`config.mk`:
```
export PLATFORM = sky130hd
export DESIGN_NAME = im_loader
export DESIGN_NICKNAME = d
export VERILOG_FILES = /design/src/rtl/im_loader_pkg.sv /design/src/rtl/im_loader.sv
export SDC_FILE = /design/constraint.sdc
export NUM_CORES = 1
export LEC_CHECK = 0
export CAP_MARGIN = 25
export CORE_ASPECT_RATIO = 1.25
export CORE_UTILIZATION = 55
export CTS_CLUSTER_DIAMETER = 50
export DETAILED_ROUTE_END_ITERATION = 10
export GPL_TIMING_DRIVEN = 0
export HOLD_SLACK_MARGIN = 0.1
export PLACE_DENSITY = 0.8
export SLEW_MARGIN = 30
export SYNTH_ARGS = -nofsm -noshare
export SYNTH_HDL_FRONTEND = slang
export SYNTH_SLANG_ARGS = --single-unit
```
`constraint.sdc`:
```
create_clock -name clk -period 5.59 [get_ports clk]
set_input_delay 1.118 -clock clk [delete_from_list [all_inputs] [get_ports clk]]
set_output_delay 1.118 -clock clk [all_outputs]
set_load 0.005 [all_outputs]
```
`src/rtl/im_loader_pkg.sv`:
```
// rtl/im_loader_pkg.sv - shared types and constants for the program loader
package im_loader_pkg;

   localparam int LEN_W = 16;

   typedef enum logic [2:0] {
      IDLE,
      LEN_HI,
      LEN_LO,
      DATA,
      CHK,
      DONE,
      ERR
   } state_e;

   typedef enum logic [1:0] {
      ERR_CHK   = 2'd0,
      ERR_EMPTY = 2'd1,
      ERR_OVF   = 2'd2,
      ERR_ALIGN = 2'd3
   } err_code_e;

endpackage

```
`src/rtl/im_loader.sv`:
```
// rtl/im_loader.sv - framed byte-stream loader writing the instruction memory
// Holds the core in reset until a frame with a valid length and checksum lands.
module im_loader
   import im_loader_pkg::*;
#(
   parameter int MEM_BYTES     = 1024,
   parameter int ADDR_W        = 10,
   parameter int BASE_ADDR     = 0,
   parameter bit HOLD_AT_RESET = 1'b1
) (
   input  logic              clk,
   input  logic              rst_n,
   input  logic              start,
   input  logic              s_valid,
   input  logic [7:0]        s_data,
   output logic              s_ready,
   output logic              we,
   output logic [ADDR_W-1:0] waddr,
   output logic [7:0]        wdata,
   output logic              cpu_hold,
   output logic              busy,
   output logic              done,
   output logic              err,
   output logic [1:0]        err_code,
   output logic [ADDR_W:0]   byte_cnt
);

   localparam int unsigned CAP = MEM_BYTES - BASE_ADDR;

   state_e            state_q, state_d;
   logic [LEN_W-1:0]  len_q, len_d;
   logic [7:0]        chk_q, chk_d;
   logic [ADDR_W:0]   byte_cnt_q, byte_cnt_d;
   logic              we_q, we_d;
   logic [ADDR_W-1:0] waddr_q, waddr_d;
   logic [7:0]        wdata_q, wdata_d;
   logic              done_q, done_d;
   logic              err_q, err_d;
   err_code_e         err_code_q, err_code_d;
   logic              cpu_hold_q, cpu_hold_d;

   logic              accept;
   logic [LEN_W-1:0]  len_full;

   // s_ready depends on registered state only, never on s_valid
   assign busy     = (state_q == LEN_HI) || (state_q == LEN_LO) ||
                     (state_q == DATA)   || (state_q == CHK);
   assign s_ready  = busy;
   assign accept   = s_valid && s_ready;
   assign len_full = {len_q[15:8], s_data};

   always_comb begin
      state_d    = state_q;
      len_d      = len_q;
      chk_d      = chk_q;
      byte_cnt_d = byte_cnt_q;
      we_d       = 1'b0;
      waddr_d    = waddr_q;
      wdata_d    = wdata_q;
      done_d     = done_q;
      err_d      = err_q;
      err_code_d = err_code_q;
      cpu_hold_d = cpu_hold_q;
      case (state_q)
         IDLE, DONE, ERR: begin
            if (start) begin
               state_d    = LEN_HI;
               chk_d      = 8'h00;
               byte_cnt_d = '0;
               done_d     = 1'b0;
               err_d      = 1'b0;
               cpu_hold_d = 1'b1;
            end
         end
         LEN_HI: begin
            if (accept) begin
               len_d[15:8] = s_data;
               chk_d       = chk_q ^ s_data;
               state_d     = LEN_LO;
            end
         end
         LEN_LO: begin
            if (accept) begin
               len_d = len_full;
               chk_d = chk_q ^ s_data;
               if (len_full == '0) begin
                  state_d    = ERR;
                  err_d      = 1'b1;
                  err_code_d = ERR_EMPTY;
               end else if (32'(len_full) > CAP) begin
                  state_d    = ERR;
                  err_d      = 1'b1;
                  err_code_d = ERR_OVF;
               end else if (len_full[1:0] != 2'b00) begin
                  state_d    = ERR;
                  err_d      = 1'b1;
                  err_code_d = ERR_ALIGN;
               end else begin
                  state_d = DATA;
               end
            end
         end
         DATA: begin
            if (accept) begin
               we_d       = 1'b1;
               waddr_d    = ADDR_W'(BASE_ADDR) + byte_cnt_q[ADDR_W-1:0];
               wdata_d    = s_data;
               chk_d      = chk_q ^ s_data;
               byte_cnt_d = byte_cnt_q + 1'b1;
               if (LEN_W'(byte_cnt_q) == len_q - 1'b1) begin
                  state_d = CHK;
               end
            end
         end
         CHK: begin
            if (accept) begin
               chk_d = chk_q ^ s_data;
               if ((chk_q ^ s_data) == 8'h00) begin
                  state_d    = DONE;
                  done_d     = 1'b1;
                  cpu_hold_d = 1'b0;
               end else begin
                  state_d    = ERR;
                  err_d      = 1'b1;
                  err_code_d = ERR_CHK;
                  cpu_hold_d = 1'b1;
               end
            end
         end
         default: state_d = IDLE;
      endcase
   end

   always_ff @(posedge clk or negedge rst_n) begin
      if (!rst_n) begin
         state_q    <= IDLE;
         len_q      <= '0;
         chk_q      <= 8'h00;
         byte_cnt_q <= '0;
         we_q       <= 1'b0;
         waddr_q    <= '0;
         wdata_q    <= 8'h00;
         done_q     <= 1'b0;
         err_q      <= 1'b0;
         err_code_q <= ERR_CHK;
         cpu_hold_q <= HOLD_AT_RESET;
      end else begin
         state_q    <= state_d;
         len_q      <= len_d;
         chk_q      <= chk_d;
         byte_cnt_q <= byte_cnt_d;
         we_q       <= we_d;
         waddr_q    <= waddr_d;
         wdata_q    <= wdata_d;
         done_q     <= done_d;
         err_q      <= err_d;
         err_code_q <= err_code_d;
         cpu_hold_q <= cpu_hold_d;
      end
   end

   assign we       = we_q;
   assign waddr    = waddr_q;
   assign wdata    = wdata_q;
   assign done     = done_q;
   assign err      = err_q;
   assign err_code = err_code_q;
   assign cpu_hold = cpu_hold_q;
   assign byte_cnt = byte_cnt_q;

endmodule

```
==> results.txt, run 1 <==
----------------------------------------------------
[Run status]
  Status ... finished, final reports clean

[Yosys]
  Synth Warn # ... 0
  Portion of the post-synthesis area used by sequential elements ... 45.03%
  Netlist area before placement ... between 3000 and 4000 µm²
  Area leader, netlist ... dfrtp_1
  Top flip-flop cell by instance count after synthesis ... dfrtp_1
  Top post-synthesis cells by area ... dfrtp_1 44%, nand2_1 8.4%, o21ai_0 5.4%
  Syn_area_per_cell ... around 8.8 µm²
  Most used standard cells in the synthesized netlist ... 77 x nand2_1, 61 x dfrtp_1, 37 x o21ai_0, 31 x nor2_1, 16 x clkbuf_1
  Share of synthesized registers carrying an async set or reset ... 100.0%
  Cell count after synthesis ... 390
  Fraction of synthesized cell area taken by the top area cell type ... between 40 and 50%
  Post-Synthesis Net Count ... between 400 and 500
  Most used standard cell by instance count after synthesis ... nand2_1
  Post-synth cell types ... 55
  Post-synth EDFFs ... 0
  Synthesis-stage register bit count ... 62

[Critical path]
  CP max stage cell ... xnor2_1
  Category of the worst setup path launch point ... flip-flop
  Crit path DAT ... ~2.6 ns
  Largest stage delay on the critical path ... ~0.66 ns
  Maximum fanout encountered on the critical timing path ... 10
  Setup slack, reg-to-reg ... approximately 3.0 ns
  Start-to-end type of the worst setup path ... reg2out
  Family with the most delay on the worst path ... buffers and inverters
  Number of cells on the worst reg-to-reg path ... 9
  Most frequent CP cell ... inv_1
  Crit-path cells ... buf_2 > inv_1 > xnor2_1 > inv_1 > buf_4 > clkdlybuf4s50_1
  RR Endpoint ... state_q[0]$_DFFE_PN0P_
  Startpoint of the lowest-slack register-to-register path ... len_q[0]$_DFFE_PN0P_
  Data required time at the worst endpoint ... about 4.5 ns
  Kind of end point of the critical path ... primary output
  Critical path buffer and inverter count ... 5

[STA]
  Final period demand of the worst path ... roughly 3.7 ns
  Final total negative setup slack ... 0 ns
  Number of hold violations in the final report ... 0
  Crit share post-route ... 66.63%
  Fmax achieved ... approximately 270 MHz
  RSZ-0062 raised after global routing ... no
  Slew at the pin with the worst max-slew slack ... approximately 0.78 ns
  Final max-slew violation count ... 0
  Number of failing setup endpoints in the final timing report ... 0
  Worst max-slew margin expressed relative to the limit ... ~47%
  Clock Skews ... 0.01124 ns

[Floorplanning]
  Effective utilization at floorplan ... 58.11%
  Die Y ... 90.53 µm
  Area enclosed by the die boundary ... approximately 6600 µm²
  Top Ports ... roughly 50
  Chip width ... 72.82 µm
  Core box area ... between 5000 and 6000 µm²
  Number of placement rows ... 31

[Power and ir drop]
  Switching part of the total power ... 37.65%
  Leakage ... 1.813 nW
  Clock Power Share ... approximately a fifth
  Worst VDD drop ... approximately 0.26 mV
  Fraction of power consumed by combinational cells ... around two fifths
  Reg power frac ... between 30% and 40%
  Cell internal pwr ... between 1 and 1.5 mW
  PwrDens ... 487.4 nW/µm²
  Net load switching power ... about 0.78 mW

[GRT]
  Largest net degree at the start of global routing ... slightly below 50
  Via count of the first global-routing pass ... approximately 2.9k
  GRT Util Overall ... between 20% and 30%
  Wire length of the first global-routing pass ... between 10 and 15 mm
  Overflow after GRT ... 0
  Antenna violations before repair ... 0

[Detailed routing]
  Mean number of vias per cell ... about 5.7
  Residual DRC count ... 0
  First DRT Iteration DRCs ... between 150 and 200
  First-pass iteration count of the detailed router ... 4
  Routed length per instance ... between 15 and 20 µm
  Total routed wirelength ... between 8 and 9 mm
  Via Count ... 3041
  Post-DRT Antenna Nets ... 0

[Layout]
  Share of layout cells above drive strength 1 ... 9.735%
  Growth of design area from synthesis to finish ... 23.48%
  Layout Nets ... ~460
  Number of antenna repair diodes ... 0
  Non-filler cells, final ... around 530

[Clock network]
  Clk Latency, worst-skew pair ... between 0.3 and 0.4 ns
  Buffer levels on the longest clock path ... 2
  Number of buffers created by CTS ... 9
  CTS tree ... yes
  Clk pin slew, worst setup/hold paths ... about 0.070 ns
  Clock root buffer master ... clkbuf_8
  Clock Sinks ... 62
  Number of gates given a new drive strength after cts ... 0
  Number of hold buffers added after cts ... 0
  Total setup buffers inserted after CTS ... 0
  Number of H-tree branching levels ... 3

[Placed design]
  Placed Cells incl. Taps ... roughly 520
  DP Wirelength ... between 5 and 6 mm
  GPL Wtd Cong ... slightly below 0.9
  Number of input and output port buffers inserted ... 46

[Worst hold path]
  Worst hold path type ... reg2reg
  Endpoint with the worst hold slack ... waddr[1]$_DFFE_PN0P_
  Hold wc startpoint ... waddr[1]$_DFFE_PN0P_
  Hold Crit Depth ... 2

[Run]
  Max-capacitance violation count ... 0

----------------------------------------------------
-- worst max path at each step --
| stage | from | endpoint | slack, ns | cells after the start |
|---|---|---|---|---|
| finish | state_q[2]$_DFFE_PN0P_ | s_ready | 1.87 | 6 |
| global route | state_q[2]$_DFFE_PN0P_ | s_ready | 1.66 | 6 |
| CTS | state_q[2]$_DFFE_PN0P_ | s_ready | 1.87 | 6 |
| detailed placement | state_q[2]$_DFFE_PN0P_ | s_ready | 2.26 | 6 |
| global placement | rst_n | wdata[0]$_DFFE_PN0P_ | 1.46 | 1 |
| floorplan | state_q[2]$_DFFE_PN0P_ | s_ready | 2.99 | 5 |
-- flip-flops by register name (all words and copies together), names as in the netlist --
name	flops
len_q	16
byte_cnt	11
waddr	10
chk_q	8
wdata	8
state_q	3
err_code	2
cpu_hold	1
done	1
err	1
we	1
-- metrics by stage --
step / area [µm²] / hold WS (ns) / total power, mW / setup WS, ns / util [%]
2_1_floorplan: 3448 / 0.4697 / 1.303 / 2.991 / -
3_3_place_gp: 4011 / 0.4579 / 1.592 / 1.458 / 67.59
3_5_place_dp: 4036 / 0.4630 / 1.633 / 2.259 / 68.02
4_1_cts: 4258 / 0.4788 / 2.081 / 1.871 / 71.75
5_1_grt: 4258 / 0.4943 / 2.223 / 1.661 / 71.75
6_report: 4258 / 0.4746 / 2.075 / 1.865 / 71.75
-- logic make-up (layout without fill, tap and decap cells) --
kind of cell	Yosys count	after routing	synth area share (%)
xor gates and xnor gates	27	27	6.858
AOI/OAI and AO/OA	68	68	12.05
adders and majority gates	3	3	1.016
DFF	62	62	45.03
buffers and inverters	31	93	3.592
muxes	18	18	5.733
and+or+nand+nor	181	181	25.73
-- metal layers --
layer,GRT usage [%],vias up,wire [µm]
li1,-,1462,-
met1,33.26,1457,3457
met2,44.55,101,4080
met3,6.808,21,383
met4,14.22,0,228
met5,0,-,0
-- layout make-up --
cell class	instances	area [µm²]
buffer	20	82.58
sequential	62	1553
inverter	11	41.29
tap	82	102.6
fill	491	1677
clock buffer	11	151.4
clock inverter	4	70.07
timing repair buffer	47	485.5
multi-input combinational	297	1772
-- power groups by stage --
| stage | Sequential (mW) | Combinational (mW) | Clock (mW) |
|---|---|---|---|
| after floorplan | 0.746 | 0.557 | 0 |
| after global placement | 0.764 | 0.828 | 0 |
| after detailed placement | 0.777 | 0.857 | 0 |
| after CTS | 0.769 | 0.864 | 0.448 |
| after global routing | 0.794 | 0.961 | 0.467 |
| final | 0.771 | 0.862 | 0.443 |
-- cell usage in the layout, fill, tap and decap left out, types with 2 or more instances in the layout --
cell type,Yosys,layout
nand2_1,77,77
dfrtp_1,61,61
clkdlybuf4s50_1,0,45
o21ai_0,37,37
nor2_1,31,31
clkbuf_1,16,16
xor2_1,15,15
mux2_2,14,14
xnor2_1,12,12
inv_1,11,11
nand3_1,11,11
nor4_1,11,11
nand2b_1,11,11
clkbuf_8,0,11
a21oi_1,7,7
nor3_1,7,7
nor2b_1,6,6
and3_1,4,4
nand4_1,4,4
mux2i_1,4,4
or3_1,3,3
a31oi_1,3,3
buf_2,2,2
or2_2,2,2
o211ai_1,2,2
o21a_1,2,2
or4_1,2,2
o31ai_1,2,2
o311ai_0,2,2
or3b_2,2,2
a22o_1,2,2
ha_1,2,2
buf_4,1,2
bufinv_16,0,2
clkinv_2,0,2
-- tightest hold or removal path, stage by stage (launching register included) --
cell and delay, ns:
dfrtp_1 0.34, nand2_1 0.05, nand2_1 0.05
Note: power is estimated with default switching activity, not from simulation.
==> run 2, diff against run 1 <==
--- a/config.mk
+++ b/config.mk
@@ -7,12 +7,12 @@
 export LEC_CHECK = 0
 export CAP_MARGIN = 25
 export CORE_ASPECT_RATIO = 1.25
-export CORE_UTILIZATION = 55
+export CORE_UTILIZATION = 49
 export CTS_CLUSTER_DIAMETER = 50
 export DETAILED_ROUTE_END_ITERATION = 10
 export GPL_TIMING_DRIVEN = 0
 export HOLD_SLACK_MARGIN = 0.1
-export PLACE_DENSITY = 0.8
+export PLACE_DENSITY = 0.76
 export SLEW_MARGIN = 30
 export SYNTH_ARGS = -nofsm -noshare
 export SYNTH_HDL_FRONTEND = slang
==> constraint.sdc (replaced) <==
create_clock -name clk -period 3.3 [get_ports clk]
set_input_delay 0.66 -clock clk [delete_from_list [all_inputs] [get_ports clk]]
set_output_delay 0.66 -clock clk [all_outputs]
set_load 0.005 [all_outputs]
==> run 2 against run 1 <==
Worst hold slack worse by 0.31 ns. Clock skew decreased by 0.0041 ns. Final area up 0.59%. Sequential share of layout area fell by 0.21 points. Sequential power rose by 71%. Highest routed layer unchanged. Via count grew 1.7%. Global-route usage shrank 2.8 points. Critical path type unchanged. Cell count increased by 1.1%. Flip-flop and latch count stayed put.
==> results.txt, run 2 (synthesis results as in run 1) <==
----------------------------------------------------
[Detailed routing]
  Post-DRT Antenna Nets ... 0 (unchanged)
  First-pass iteration count of the detailed router ... 5 (was 4)
  Residual DRC count ... 0 (unchanged)
  Mean number of vias per cell ... 5.728 (was 5.695)
  First DRT Iteration DRCs ... 268 (was 169)
  Routed length per instance ... 15.54 µm (was 15.26 µm)
  Total routed wirelength ... 8.389 mm (was 8.149 mm)
  Via Count ... 3093 (was 3041)

[GRT]
  GRT Util Overall ... 24.62% (was 27.45%)
  Wire length of the first global-routing pass ... 13.97 mm (was 13.59 mm)
  Overflow after GRT ... 0 (unchanged)
  Largest net degree at the start of global routing ... 49 (unchanged)
  Via count of the first global-routing pass ... 2904 (was 2854)
  Antenna violations before repair ... 0 (unchanged)

[STA]
  Clock Skews ... 0.007120 ns (was 0.01124 ns)
  Final period demand of the worst path ... between 3 and 4 ns
  Crit share post-route ... between 90% and 100%
  Fmax achieved ... roughly 330 MHz
  Final total negative setup slack ... 0 ns (unchanged)
  Number of hold violations in the final report ... 0 (unchanged)
  Number of failing setup endpoints in the final timing report ... 0 (unchanged)
  Worst max-slew margin expressed relative to the limit ... 50.90% (was 47.42%)
  Final max-slew violation count ... 0 (unchanged)
  Slew at the pin with the worst max-slew slack ... 0.7337 ns (was 0.7831 ns)
  RSZ-0062 raised after global routing ... no (unchanged)

[Layout]
  Leading cell type in the layout, fill and taps excluded ... nand2_1 (unchanged)
  Combined area of the multi-input logic cells ... 1779 µm² (was 1772 µm²)
  Final Core Density ... 64.03% (was 71.75%)
  Number of antenna repair diodes ... 0 (unchanged)
  Layout Nets ... 462 (unchanged)
  Growth of design area from synthesis to finish ... 24.20% (was 23.48%)
  Highest-count cells in the layout ignoring fill and taps ... 77 x nand2_1, 61 x dfrtp_1, 45 x clkdlybuf4s50_1, 37 x o21ai_0, 31 x nor2_1 (unchanged)
  Biggest register ... len_q (unchanged)
  Number of fill cells ... 575 (was 491)
  Flip-flop count of the largest register, all copies and words added ... 16 (unchanged)
  Sequential cell area ... 1553 µm² (unchanged)
  Share of layout cells above drive strength 1 ... 10.15% (was 9.735%)

[Placed design]
  DP Wirelength ... 5.928 mm (was 5.883 mm)
  GPL Wtd Cong ... 0.8268 (was 0.8834)
  Number of input and output port buffers inserted ... 46 (unchanged)

[Critical path]
  CP max stage cell ... dfrtp_1 (was xnor2_1)
  Data required time at the worst endpoint ... 2.64 ns (was 4.47 ns)
  Kind of end point of the critical path ... primary output (unchanged)
  Category of the worst setup path launch point ... flip-flop (unchanged)
  Startpoint of the lowest-slack register-to-register path ... len_q[0]$_DFFE_PN0P_ (unchanged)
  Most frequent CP cell ... inv_1 (unchanged)
  RR Endpoint ... state_q[0]$_DFFE_PN0P_ (unchanged)
  Start-to-end type of the worst setup path ... reg2out (unchanged)
  Crit path DAT ... 2.38 ns (was 2.61 ns)
  Setup slack, reg-to-reg ... 0.54 ns (was 2.98 ns)
  Crit-path cells ... buf_2 > inv_1 > xnor2_2 > inv_1 > buf_4 > clkdlybuf4s50_1 (was buf_2 > inv_1 > xnor2_1 > inv_1 > buf_4 > clkdlybuf4s50_1)
  Number of cells on the worst reg-to-reg path ... 9 (unchanged)
  Maximum fanout encountered on the critical timing path ... 10 (unchanged)
  Largest stage delay on the critical path ... 0.46 ns (was 0.66 ns)

[Clock network]
  Total setup buffers inserted after CTS ... 0 (unchanged)
  Number of buffers created by CTS ... 9 (unchanged)
  CTS tree ... yes (unchanged)
  Number of gates given a new drive strength after cts ... 0 (unchanged)
  Clk pin slew, worst setup/hold paths ... 0.07 ns (about the same)
  Clock root buffer master ... clkbuf_8 (unchanged)
  Number of H-tree branching levels ... 3 (unchanged)
  Clock Sinks ... 62 (unchanged)
  Number of hold buffers added after cts ... 0 (unchanged)
  Buffer levels on the longest clock path ... 2 (unchanged)
  Clk Latency, worst-skew pair ... 0.35 ns (about the same)

[Floorplanning]
  Area enclosed by the die boundary ... 7379 µm² (was 6592 µm²)
  Number of placement rows ... 33 (was 31)
  Chip width ... 77.03 µm (was 72.82 µm)
  Top Ports ... 49 (unchanged)
  Core box area ... 6689 µm² (was 5934 µm²)
  Effective utilization at floorplan ... 51.55% (was 58.11%)
  Die Y ... 95.79 µm (was 90.53 µm)

[Power and ir drop]
  Worst VDD drop ... 0.5269 mV (was 0.2604 mV)
  Leakage ... 1.821 nW (was 1.813 nW)
  PwrDens ... 825.8 nW/µm² (was 487.4 nW/µm²)
  Overall power after layout ... 3.537 mW (was 2.075 mW)

[Worst hold path]
  Worst hold path type ... in2async (was reg2reg)

[Run status]
  Status ... finished, final reports clean (unchanged)

[Run]
  Max-capacitance violation count ... 0 (unchanged)

----------------------------------------------------
==> run 2: changes by cell type in the layout (fill, tap and decap cells not counted) <==
| cell | before | now |
|---|---|---|
| clkinv_2 | 2 | 1 |
| xnor2_1 | 12 | 11 |
| xnor2_2 | 0 | 1 |
| clkinvlp_4 | 0 | 1 |
| clkinv_4 | 0 | 1 |
==> run 2: layout make-up <==
| cell class | instances | area share, % |
|---|---|---|
| inverters | 11 | 0.9641 |
| plain buffers | 20 | 1.928 |
| flip-flops and latches | 62 | 36.25 |
| well taps | 87 | 2.542 |
| multi-input cells | 297 | 41.54 |
| clock buffers | 11 | 3.535 |
| repair buffers | 47 | 11.34 |
| clock inverters | 5 | 1.899 |
==> run 2: through the flow <==
stage                     setup WS (ns)  std cells  area (µm²)  hold WS, ns
after floorplan                   1.031        390        3448       0.3644
after global placement          -0.4265        523        4018       0.4590
after detailed placement         0.3966        524        4043       0.4630
after CTS                       0.01183        540        4275       0.1703
after global routing             0.1384        540        4283       0.1684
final                            0.2579        540        4283       0.1645
==> run 2: how the worst max path moves through the flow <==
stage,start,depth (start not counted),slack (ns),end
6_report,state_q[2]$_DFFE_PN0P_,6,0.26,s_ready
3_5_place_dp,state_q[2]$_DFFE_PN0P_,6,0.40,s_ready
3_3_place_gp,rst_n,1,-0.43,chk_q[2]$_DFFE_PN0P_
5_1_grt,state_q[2]$_DFFE_PN0P_,6,0.14,s_ready
4_1_cts,state_q[2]$_DFFE_PN0P_,6,0.01,s_ready
2_1_floorplan,len_q[0]$_DFFE_PN0P_,9,1.03,state_q[1]$_DFFE_PN0P_
==> run 2: power by group <==
| group | internal [mW] | leakage [nW] | switching [mW] |
|---|---|---|---|
| logic | 0.703 | 0.920 | 0.743 |
| registers | 1.03 | 0.785 | 0.285 |
| clock network | 0.466 | 0.116 | 0.310 |
| total | 2.20 | 1.82 | 1.34 |
==> run 2: layer usage <==
layer / share of wire [%] / track usage (%)
met1: 41 / 30.15
met2: 50 / 42.34
met3: 6.4 / 5.687
met4: 2.7 / 9.748
met5: 0 / 0
==> run 2: worst max-delay path: cells and delay by family (launching register included) <==
family | cells | cell delay (ns)
buf+inv | 5 | 1.15
xor+xnor | 1 | 0.43
flops | 1 | 0.46
